==> config.mk <==
export PLATFORM = sky130hd
export DESIGN_NAME = reg_cmd_seq_flat
export DESIGN_NICKNAME = d
export VERILOG_FILES = /design/src/rtl/reg_cmd_seq_if.sv /design/src/rtl/reg_cmd_seq.sv /design/src/flat_wrapper.sv
export SDC_FILE = /design/constraint.sdc
export NUM_CORES = 1
export LEC_CHECK = 0
export CAP_MARGIN = 10
export CORE_ASPECT_RATIO = 0.9
export CORE_UTILIZATION = 55
export CTS_BUF_LIST = sky130_fd_sc_hd__clkbuf_16
export DETAILED_ROUTE_END_ITERATION = 10
export PLACE_DENSITY = 0.81
export SLEW_MARGIN = 40
export SYNTH_ARGS = -nofsm -noshare
export SYNTH_HDL_FRONTEND = slang
export SYNTH_SLANG_ARGS = --single-unit
==> constraint.sdc <==
create_clock -name clk -period 6.3 [get_ports clk]
set_input_delay 1.26 -clock clk [delete_from_list [all_inputs] [get_ports clk]]
set_output_delay 1.26 -clock clk [all_outputs]
set_load 0.02 [all_outputs]
==> src/rtl/reg_cmd_seq_if.sv <==
// Handshake and command bus between a tile requester and reg_cmd_seq.
interface reg_cmd_seq_if #(
    parameter int unsigned CW = 5
);
    logic          start;
    logic          hold;
    logic [1:0]    reg_array_cmd;
    logic          buf_rd_en;
    logic          fifo_rd_en;
    logic          pe_valid;
    logic [CW-1:0] kx;
    logic [CW-1:0] ky;
    logic [CW-1:0] row_idx;
    logic          busy;
    logic          done;

    // Requester side: issues tile requests and stalls, observes the sequence.
    modport master (
        output start, hold,
        input  reg_array_cmd, buf_rd_en, fifo_rd_en, pe_valid,
        input  kx, ky, row_idx, busy, done
    );

    // Sequencer side.
    modport slave (
        input  start, hold,
        output reg_array_cmd, buf_rd_en, fifo_rd_en, pe_valid,
        output kx, ky, row_idx, busy, done
    );
endinterface

==> src/rtl/reg_cmd_seq.sv <==
// Register-array command sequencer: walks kx (inner), ky, row over one tile,
// issuing load-buffer / load-fifo / shift commands and flagging PE-valid data
// one cycle later. All outputs come straight from flops.
module reg_cmd_seq #(
    parameter int unsigned KSIZE = 3,
    parameter int unsigned ROWS  = 16,
    parameter int unsigned CW    = 5
) (
    input  logic         clk,
    input  logic         rst,
    reg_cmd_seq_if.slave bus
);
    localparam logic [1:0]    CMD_LOAD_BUF  = 2'b00;
    localparam logic [1:0]    CMD_SHIFT     = 2'b01;
    localparam logic [1:0]    CMD_LOAD_FIFO = 2'b10;
    localparam logic [1:0]    CMD_IDLE      = 2'b11;
    localparam logic [CW-1:0] KMAX          = CW'(KSIZE - 1);
    localparam logic [CW-1:0] RMAX          = CW'(ROWS - 1);

    typedef enum logic [1:0] {
        S_IDLE,
        S_RUN,
        S_FLUSH
    } state_t;

    state_t        r_state, w_nxt_state;

    // Counters hold the coordinates of the next command to issue.
    logic [CW-1:0] r_kx_cnt, r_ky_cnt, r_row_cnt;
    logic [CW-1:0] w_nxt_kx_cnt, w_nxt_ky_cnt, w_nxt_row_cnt;
    logic          r_end, w_nxt_end;

    // Coordinates of the command currently on reg_array_cmd.
    logic [CW-1:0] r_iss_kx, r_iss_ky, r_iss_row;
    logic [CW-1:0] w_nxt_iss_kx, w_nxt_iss_ky, w_nxt_iss_row;

    logic [1:0]    r_cmd, w_nxt_cmd;
    logic          r_buf_rd_en, w_nxt_buf_rd_en;
    logic          r_fifo_rd_en, w_nxt_fifo_rd_en;
    logic          r_pe_valid, w_nxt_pe_valid;
    logic [CW-1:0] r_kx, r_ky, r_row_idx;
    logic [CW-1:0] w_nxt_kx, w_nxt_ky, w_nxt_row_idx;
    logic          r_busy, w_nxt_busy;
    logic          r_done, w_nxt_done;

    logic          w_issue;
    logic [CW-1:0] w_cur_kx, w_cur_ky, w_cur_row;

    // State register.
    always_ff @(posedge clk or posedge rst) begin
        if (rst) begin
            r_state <= S_IDLE;
        end else begin
            r_state <= w_nxt_state;
        end
    end

    // Next state, command issue, counter advance and output pipeline.
    always_comb begin
        w_nxt_state      = r_state;
        w_nxt_kx_cnt     = r_kx_cnt;
        w_nxt_ky_cnt     = r_ky_cnt;
        w_nxt_row_cnt    = r_row_cnt;
        w_nxt_end        = r_end;
        w_nxt_iss_kx     = r_iss_kx;
        w_nxt_iss_ky     = r_iss_ky;
        w_nxt_iss_row    = r_iss_row;
        w_nxt_cmd        = CMD_IDLE;
        w_nxt_buf_rd_en  = 1'b0;
        w_nxt_fifo_rd_en = 1'b0;
        w_nxt_busy       = r_busy;
        w_nxt_done       = 1'b0;
        w_nxt_pe_valid   = (r_cmd != CMD_IDLE);
        w_nxt_kx         = r_kx;
        w_nxt_ky         = r_ky;
        w_nxt_row_idx    = r_row_idx;
        w_issue          = 1'b0;

        // A fresh tile starts from all-zero coordinates.
        w_cur_kx  = (r_state == S_IDLE) ? '0 : r_kx_cnt;
        w_cur_ky  = (r_state == S_IDLE) ? '0 : r_ky_cnt;
        w_cur_row = (r_state == S_IDLE) ? '0 : r_row_cnt;

        if (r_cmd != CMD_IDLE) begin
            w_nxt_kx      = r_iss_kx;
            w_nxt_ky      = r_iss_ky;
            w_nxt_row_idx = r_iss_row;
        end

        case (r_state)
            S_IDLE: begin
                if (bus.start) begin
                    w_nxt_state   = S_RUN;
                    w_nxt_busy    = 1'b1;
                    w_nxt_end     = 1'b0;
                    w_nxt_kx_cnt  = '0;
                    w_nxt_ky_cnt  = '0;
                    w_nxt_row_cnt = '0;
                    w_issue       = !bus.hold;
                end
            end
            S_RUN: begin
                // Once every command is out, flush regardless of hold.
                if (r_end) begin
                    w_nxt_state = S_FLUSH;
                    w_nxt_done  = 1'b1;
                end else begin
                    w_issue = !bus.hold;
                end
            end
            S_FLUSH: begin
                w_nxt_state = S_IDLE;
                w_nxt_busy  = 1'b0;
            end
            default: begin
                w_nxt_state = S_IDLE;
            end
        endcase

        if (w_issue) begin
            w_nxt_iss_kx  = w_cur_kx;
            w_nxt_iss_ky  = w_cur_ky;
            w_nxt_iss_row = w_cur_row;
            if (w_cur_kx != '0) begin
                w_nxt_cmd = CMD_SHIFT;
            end else if (w_cur_ky == '0) begin
                w_nxt_cmd       = CMD_LOAD_BUF;
                w_nxt_buf_rd_en = 1'b1;
            end else begin
                w_nxt_cmd        = CMD_LOAD_FIFO;
                w_nxt_fifo_rd_en = 1'b1;
            end

            if (w_cur_kx == KMAX) begin
                w_nxt_kx_cnt = '0;
                if (w_cur_ky == KMAX) begin
                    w_nxt_ky_cnt = '0;
                    if (w_cur_row == RMAX) begin
                        w_nxt_row_cnt = '0;
                        w_nxt_end     = 1'b1;
                    end else begin
                        w_nxt_row_cnt = w_cur_row + CW'(1);
                    end
                end else begin
                    w_nxt_ky_cnt = w_cur_ky + CW'(1);
                end
            end else begin
                w_nxt_kx_cnt = w_cur_kx + CW'(1);
            end
        end
    end

    // Counter and output registers.
    always_ff @(posedge clk or posedge rst) begin
        if (rst) begin
            r_kx_cnt     <= '0;
            r_ky_cnt     <= '0;
            r_row_cnt    <= '0;
            r_end        <= 1'b0;
            r_iss_kx     <= '0;
            r_iss_ky     <= '0;
            r_iss_row    <= '0;
            r_cmd        <= CMD_IDLE;
            r_buf_rd_en  <= 1'b0;
            r_fifo_rd_en <= 1'b0;
            r_pe_valid   <= 1'b0;
            r_kx         <= '0;
            r_ky         <= '0;
            r_row_idx    <= '0;
            r_busy       <= 1'b0;
            r_done       <= 1'b0;
        end else begin
            r_kx_cnt     <= w_nxt_kx_cnt;
            r_ky_cnt     <= w_nxt_ky_cnt;
            r_row_cnt    <= w_nxt_row_cnt;
            r_end        <= w_nxt_end;
            r_iss_kx     <= w_nxt_iss_kx;
            r_iss_ky     <= w_nxt_iss_ky;
            r_iss_row    <= w_nxt_iss_row;
            r_cmd        <= w_nxt_cmd;
            r_buf_rd_en  <= w_nxt_buf_rd_en;
            r_fifo_rd_en <= w_nxt_fifo_rd_en;
            r_pe_valid   <= w_nxt_pe_valid;
            r_kx         <= w_nxt_kx;
            r_ky         <= w_nxt_ky;
            r_row_idx    <= w_nxt_row_idx;
            r_busy       <= w_nxt_busy;
            r_done       <= w_nxt_done;
        end
    end

    assign bus.reg_array_cmd = r_cmd;
    assign bus.buf_rd_en     = r_buf_rd_en;
    assign bus.fifo_rd_en    = r_fifo_rd_en;
    assign bus.pe_valid      = r_pe_valid;
    assign bus.kx            = r_kx;
    assign bus.ky            = r_ky;
    assign bus.row_idx       = r_row_idx;
    assign bus.busy          = r_busy;
    assign bus.done          = r_done;

endmodule

==> src/flat_wrapper.sv <==
// flat-port wrapper written by rule: the top's interface ports become plain ports
module reg_cmd_seq_flat 
#(
    parameter int unsigned KSIZE = 3,
    parameter int unsigned ROWS  = 16,
    parameter int unsigned CW    = 5
)
  (clk, rst, bus_start, bus_hold, bus_reg_array_cmd, bus_buf_rd_en, bus_fifo_rd_en, bus_pe_valid, bus_kx, bus_ky, bus_row_idx, bus_busy, bus_done);
  reg_cmd_seq_if #(.CW(CW)) bus_i ();
  input  logic clk;
  input  logic rst;
  input wire logic [$bits(bus_i.start)-1:0] bus_start;
  input wire logic [$bits(bus_i.hold)-1:0] bus_hold;
  output wire logic [$bits(bus_i.reg_array_cmd)-1:0] bus_reg_array_cmd;
  output wire logic [$bits(bus_i.buf_rd_en)-1:0] bus_buf_rd_en;
  output wire logic [$bits(bus_i.fifo_rd_en)-1:0] bus_fifo_rd_en;
  output wire logic [$bits(bus_i.pe_valid)-1:0] bus_pe_valid;
  output wire logic [$bits(bus_i.kx)-1:0] bus_kx;
  output wire logic [$bits(bus_i.ky)-1:0] bus_ky;
  output wire logic [$bits(bus_i.row_idx)-1:0] bus_row_idx;
  output wire logic [$bits(bus_i.busy)-1:0] bus_busy;
  output wire logic [$bits(bus_i.done)-1:0] bus_done;
  assign bus_i.start = bus_start;
  assign bus_i.hold = bus_hold;
  assign bus_reg_array_cmd = bus_i.reg_array_cmd;
  assign bus_buf_rd_en = bus_i.buf_rd_en;
  assign bus_fifo_rd_en = bus_i.fifo_rd_en;
  assign bus_pe_valid = bus_i.pe_valid;
  assign bus_kx = bus_i.kx;
  assign bus_ky = bus_i.ky;
  assign bus_row_idx = bus_i.row_idx;
  assign bus_busy = bus_i.busy;
  assign bus_done = bus_i.done;
  reg_cmd_seq #(.KSIZE(KSIZE), .ROWS(ROWS), .CW(CW)) u_core (.clk(clk), .rst(rst), .bus(bus_i));
endmodule
==> impl_results.md <==
- DIE AREA: ~4800 um^2
- Final worst-path cycle share: roughly 48%
- Final setup vio count: 0
- CTS root buf: clkbuf_16
- Simple-gate portion of the synthesized area: between 10% and 20%
- CP Launch Type: input pin
- Pwr Total: 0.00114 W
- Crit-path leading delay family: compound AO/OA/AOI/OAI gates
- Initial core utilization: approximately three fifths
- GR peak layer: met2
- Multiplexer area fraction after synthesis: around 7%
- Io pins: 26
- Via count: 1767
- Post-CTS Setup Inserts: 0
- Ys Warns: 0
- Reg2reg setup slack: slightly below 4000 ps
- Antenna-violating nets left: 0
- Ys async rst share: 100%
- Commonest cells after routing, fill and taps aside: dfrtp_1 (53), nand2_1 (44), clkdlybuf4s50_1 (25)
- Post-synthesis xor/xnor area fraction: 0%
- Port Buffer Count: 25
- Synthesized flop and latch total: 55
- Critical-path cell list: clkdlybuf4s50_1 > nor2b_2 > o21a_1 > nand3_1 > a311o_1
- Iteration-0 DRC Markers: 113
- Ratio of cells with drive above 1 in the final layout: roughly 15%
- Hold_ws: about 460 ps
- Hold-fix buffer count after cts: 0
- Leak Pwr: between 1 and 1.5 nW
- Clk_lat worst skew: 290 ps
- Post-synth EDFFs: 0
- Final Hold Fails: 0
- Routed len/inst: roughly 15 um
- Cell taking the most area after synthesis: dfrtp_1
- CP Data Required Time: roughly 6500 ps
- Worst-margin pin slew: between 600 and 700 ps
- Core box area: around 4200 um^2
- Worst r2r path cells: 7
- Ant. Diodes: 0
- Synth Area in Compound Gates: approximately 12%
- Clock Skew: approximately 4.5 ps
- Crit path depth: 5
- Unique masters post-synth: between 40 and 50
- Fill count: between 300 and 400
- Worst-path maximum fanout: 13
- Avg Cell Area, Syn: between 10 and 15 um^2
- Overflow after GRT: 0
- Post-route DRC: 0
- Crit-path max cell delay: around 580 ps
- Seq/Total Area, Yosys: a little under three fifths
- Clock tree buffer depth: 2
- Post-Synth Adder-Cell Area: under 10%
- Drt first pass iters: 4
- Die W: 72.8 um
- Commonest non-fill, non-tap cell in the layout: dfrtp_1
- Hold path cells: 2
- P per Cell Area: slightly below 400 nW/um^2
- Post-Syn Instances: about 230
- Setup crit end kind: register
- First-pass GRT wire length: 7.81 mm
- Met1 usage: 29.0%
- Vias in the first global route: around 1700
- Tmin final: ~3000 ps
- Grt met3 use: 5.21%
- Critical path data arrival time: about 3200 ps
- Largest net degree at the start of global routing: 56
- Yosys top cell area share: 53.5%
- Main combinational cell family by area after synthesis: simple AND/OR/NAND/NOR gates
- Via density: roughly 5.5
- Syn_nets: roughly 240
- Clock tree from TritonCTS: yes
- Setup TNS Final: 0 ps
- Placer's final routability congestion estimate: around 0.8
- Slowest-stage cell, CP: clkdlybuf4s50_1
- Achievable Freq: around 330 MHz
- RSZ-0062 raised after global routing: false
- Critical path class: input pin to register
- Max_cap viols: 0
- Reg area: ~1400 um^2
- Cts bufs inserted: 5
- Drt total wl: between 4 and 5 mm
- Clock-pin slew on the worst setup and hold paths: ~70 ps
- Final Max Slew Viols: 0
- Worst Hold Class: register to register
- Final Cell Area: 2940 um^2
- Met2 usage: a little over a third
- DPL Wire Length: ~3.3 mm
- Area after DPL: approximately 2800 um^2
- Synth Flop Type: dfrtp_1
- Die height: between 60 and 70 um
- Multi-input logic area: between 1000 and 1500 um^2
- Area growth syn-to-layout: 18.7%
- Clock Sinks: 55
- Max rail drop VDD: 0.174 mV
- Final layout net count: roughly 270
- Top cells by area, synth: dfrtp_1 (54%), mux2_2 (6.8%), nand2_1 (6.7%)
- Total GRT Usage: between 20% and 30%
- Post-cts gate resize count: 0
- Status: finished clean
- Buf/Inv on CP: 1
- Mapped cell area: around 2500 um^2
- DP Cell Count: approximately 310
- H-tree levels: 2
- Finished Layout Cells: approximately 320
- Slew HR: 55.7%
- Antenna violations before repair: 0
- # rows: 22
-- metal layers --
layer / up-vias / routed length [um]
li1: 865 / -
met1: 871 / 2240
met2: 27 / 2310
met3: 4 / 144
met4: 0 / 40
met5: - / 0
-- cells in the mapped netlist, types with 2 or more instances --
| library cell | count |
|---|---|
| or2_2 | 2 |
| nor2_1 | 13 |
| nand4_1 | 2 |
| a211o_1 | 2 |
| mux2_2 | 15 |
| dfstp_2 | 2 |
| buf_2 | 4 |
| o22ai_1 | 2 |
| and3_1 | 2 |
| dfrtp_1 | 53 |
| and2_1 | 4 |
| ha_1 | 6 |
| o21ai_0 | 17 |
| clkbuf_1 | 3 |
| nand3_1 | 16 |
| nand2_1 | 44 |
| nor3_1 | 3 |
| nor2b_1 | 2 |
| a21oi_1 | 11 |
| a32o_1 | 3 |
| inv_1 | 7 |
-- tightest hold or removal path, stage by stage (launching register included) --
cell	delay [ps]
dfrtp_1	340
nand2_1	50
nand2_1	50
-- final cells by class --
class                           count  share of cell area, %
Multi-Input combinational cell    163                   35.2
Inverter                            7                  0.978
Tap cell                           60                   2.55
Sequential cell                    55                   46.9
Timing Repair Buffer               26                   8.76
Clock inverter                      3                   1.45
Clock buffer                        5                   4.25
-- metrics by stage --
| step | worst slack [ps] | utilization [%] |
|---|---|---|
| after global routing | 3200 | 69.9 |
| after floorplan | 3700 | - |
| after detailed placement | 3020 | 65.9 |
| final | 3290 | 69.9 |
| after global placement | 3110 | 65.8 |
| after CTS | 3330 | 69.9 |
-- flip-flops by register name, indices dropped and copies added, names as in the netlist, 2 cells and up --
signal,count
u_core.bus.kx,5
u_core.bus.ky,5
u_core.bus.reg_array_cmd,2
u_core.bus.row_idx,5
u_core.r_iss_kx,5
u_core.r_iss_ky,5
u_core.r_iss_row,5
u_core.r_kx_cnt,5
u_core.r_ky_cnt,5
u_core.r_row_cnt,5
u_core.r_state,2
-- report_power, final --
group / switching [W] / total (W) / leakage (nW) / internal, W
clock: 0.000120 / 0.000307 / 0.0818 / 0.000187
combinational: 0.000190 / 0.000348 / 0.561 / 0.000158
sequential: 0.0000517 / 0.000480 / 0.727 / 0.000428
-- cell families (layout without fill, tap and decap cells) --
kind of cell    Yosys count  after routing
flops                    55             55
fa+ha+maj                 6              6
compound gates           44             44
simple gates             98             98
mux                      15             15
buf+inv                  15             41
-- final timing paths --
path                                      from                    end
max reg2reg                  u_core.r_state[1]     u_core.r_ky_cnt[3]
max in group asynchronous                  rst       u_core.bus.kx[2]
max                                  bus_start     u_core.r_ky_cnt[2]
min                        u_core.r_iss_row[0]    u_core.r_iss_row[0]
min reg2reg                u_core.r_iss_row[0]    u_core.r_iss_row[0]
min in group asynchronous                  rst  u_core.bus.row_idx[2]
Power figures use the tool's default switching activity.
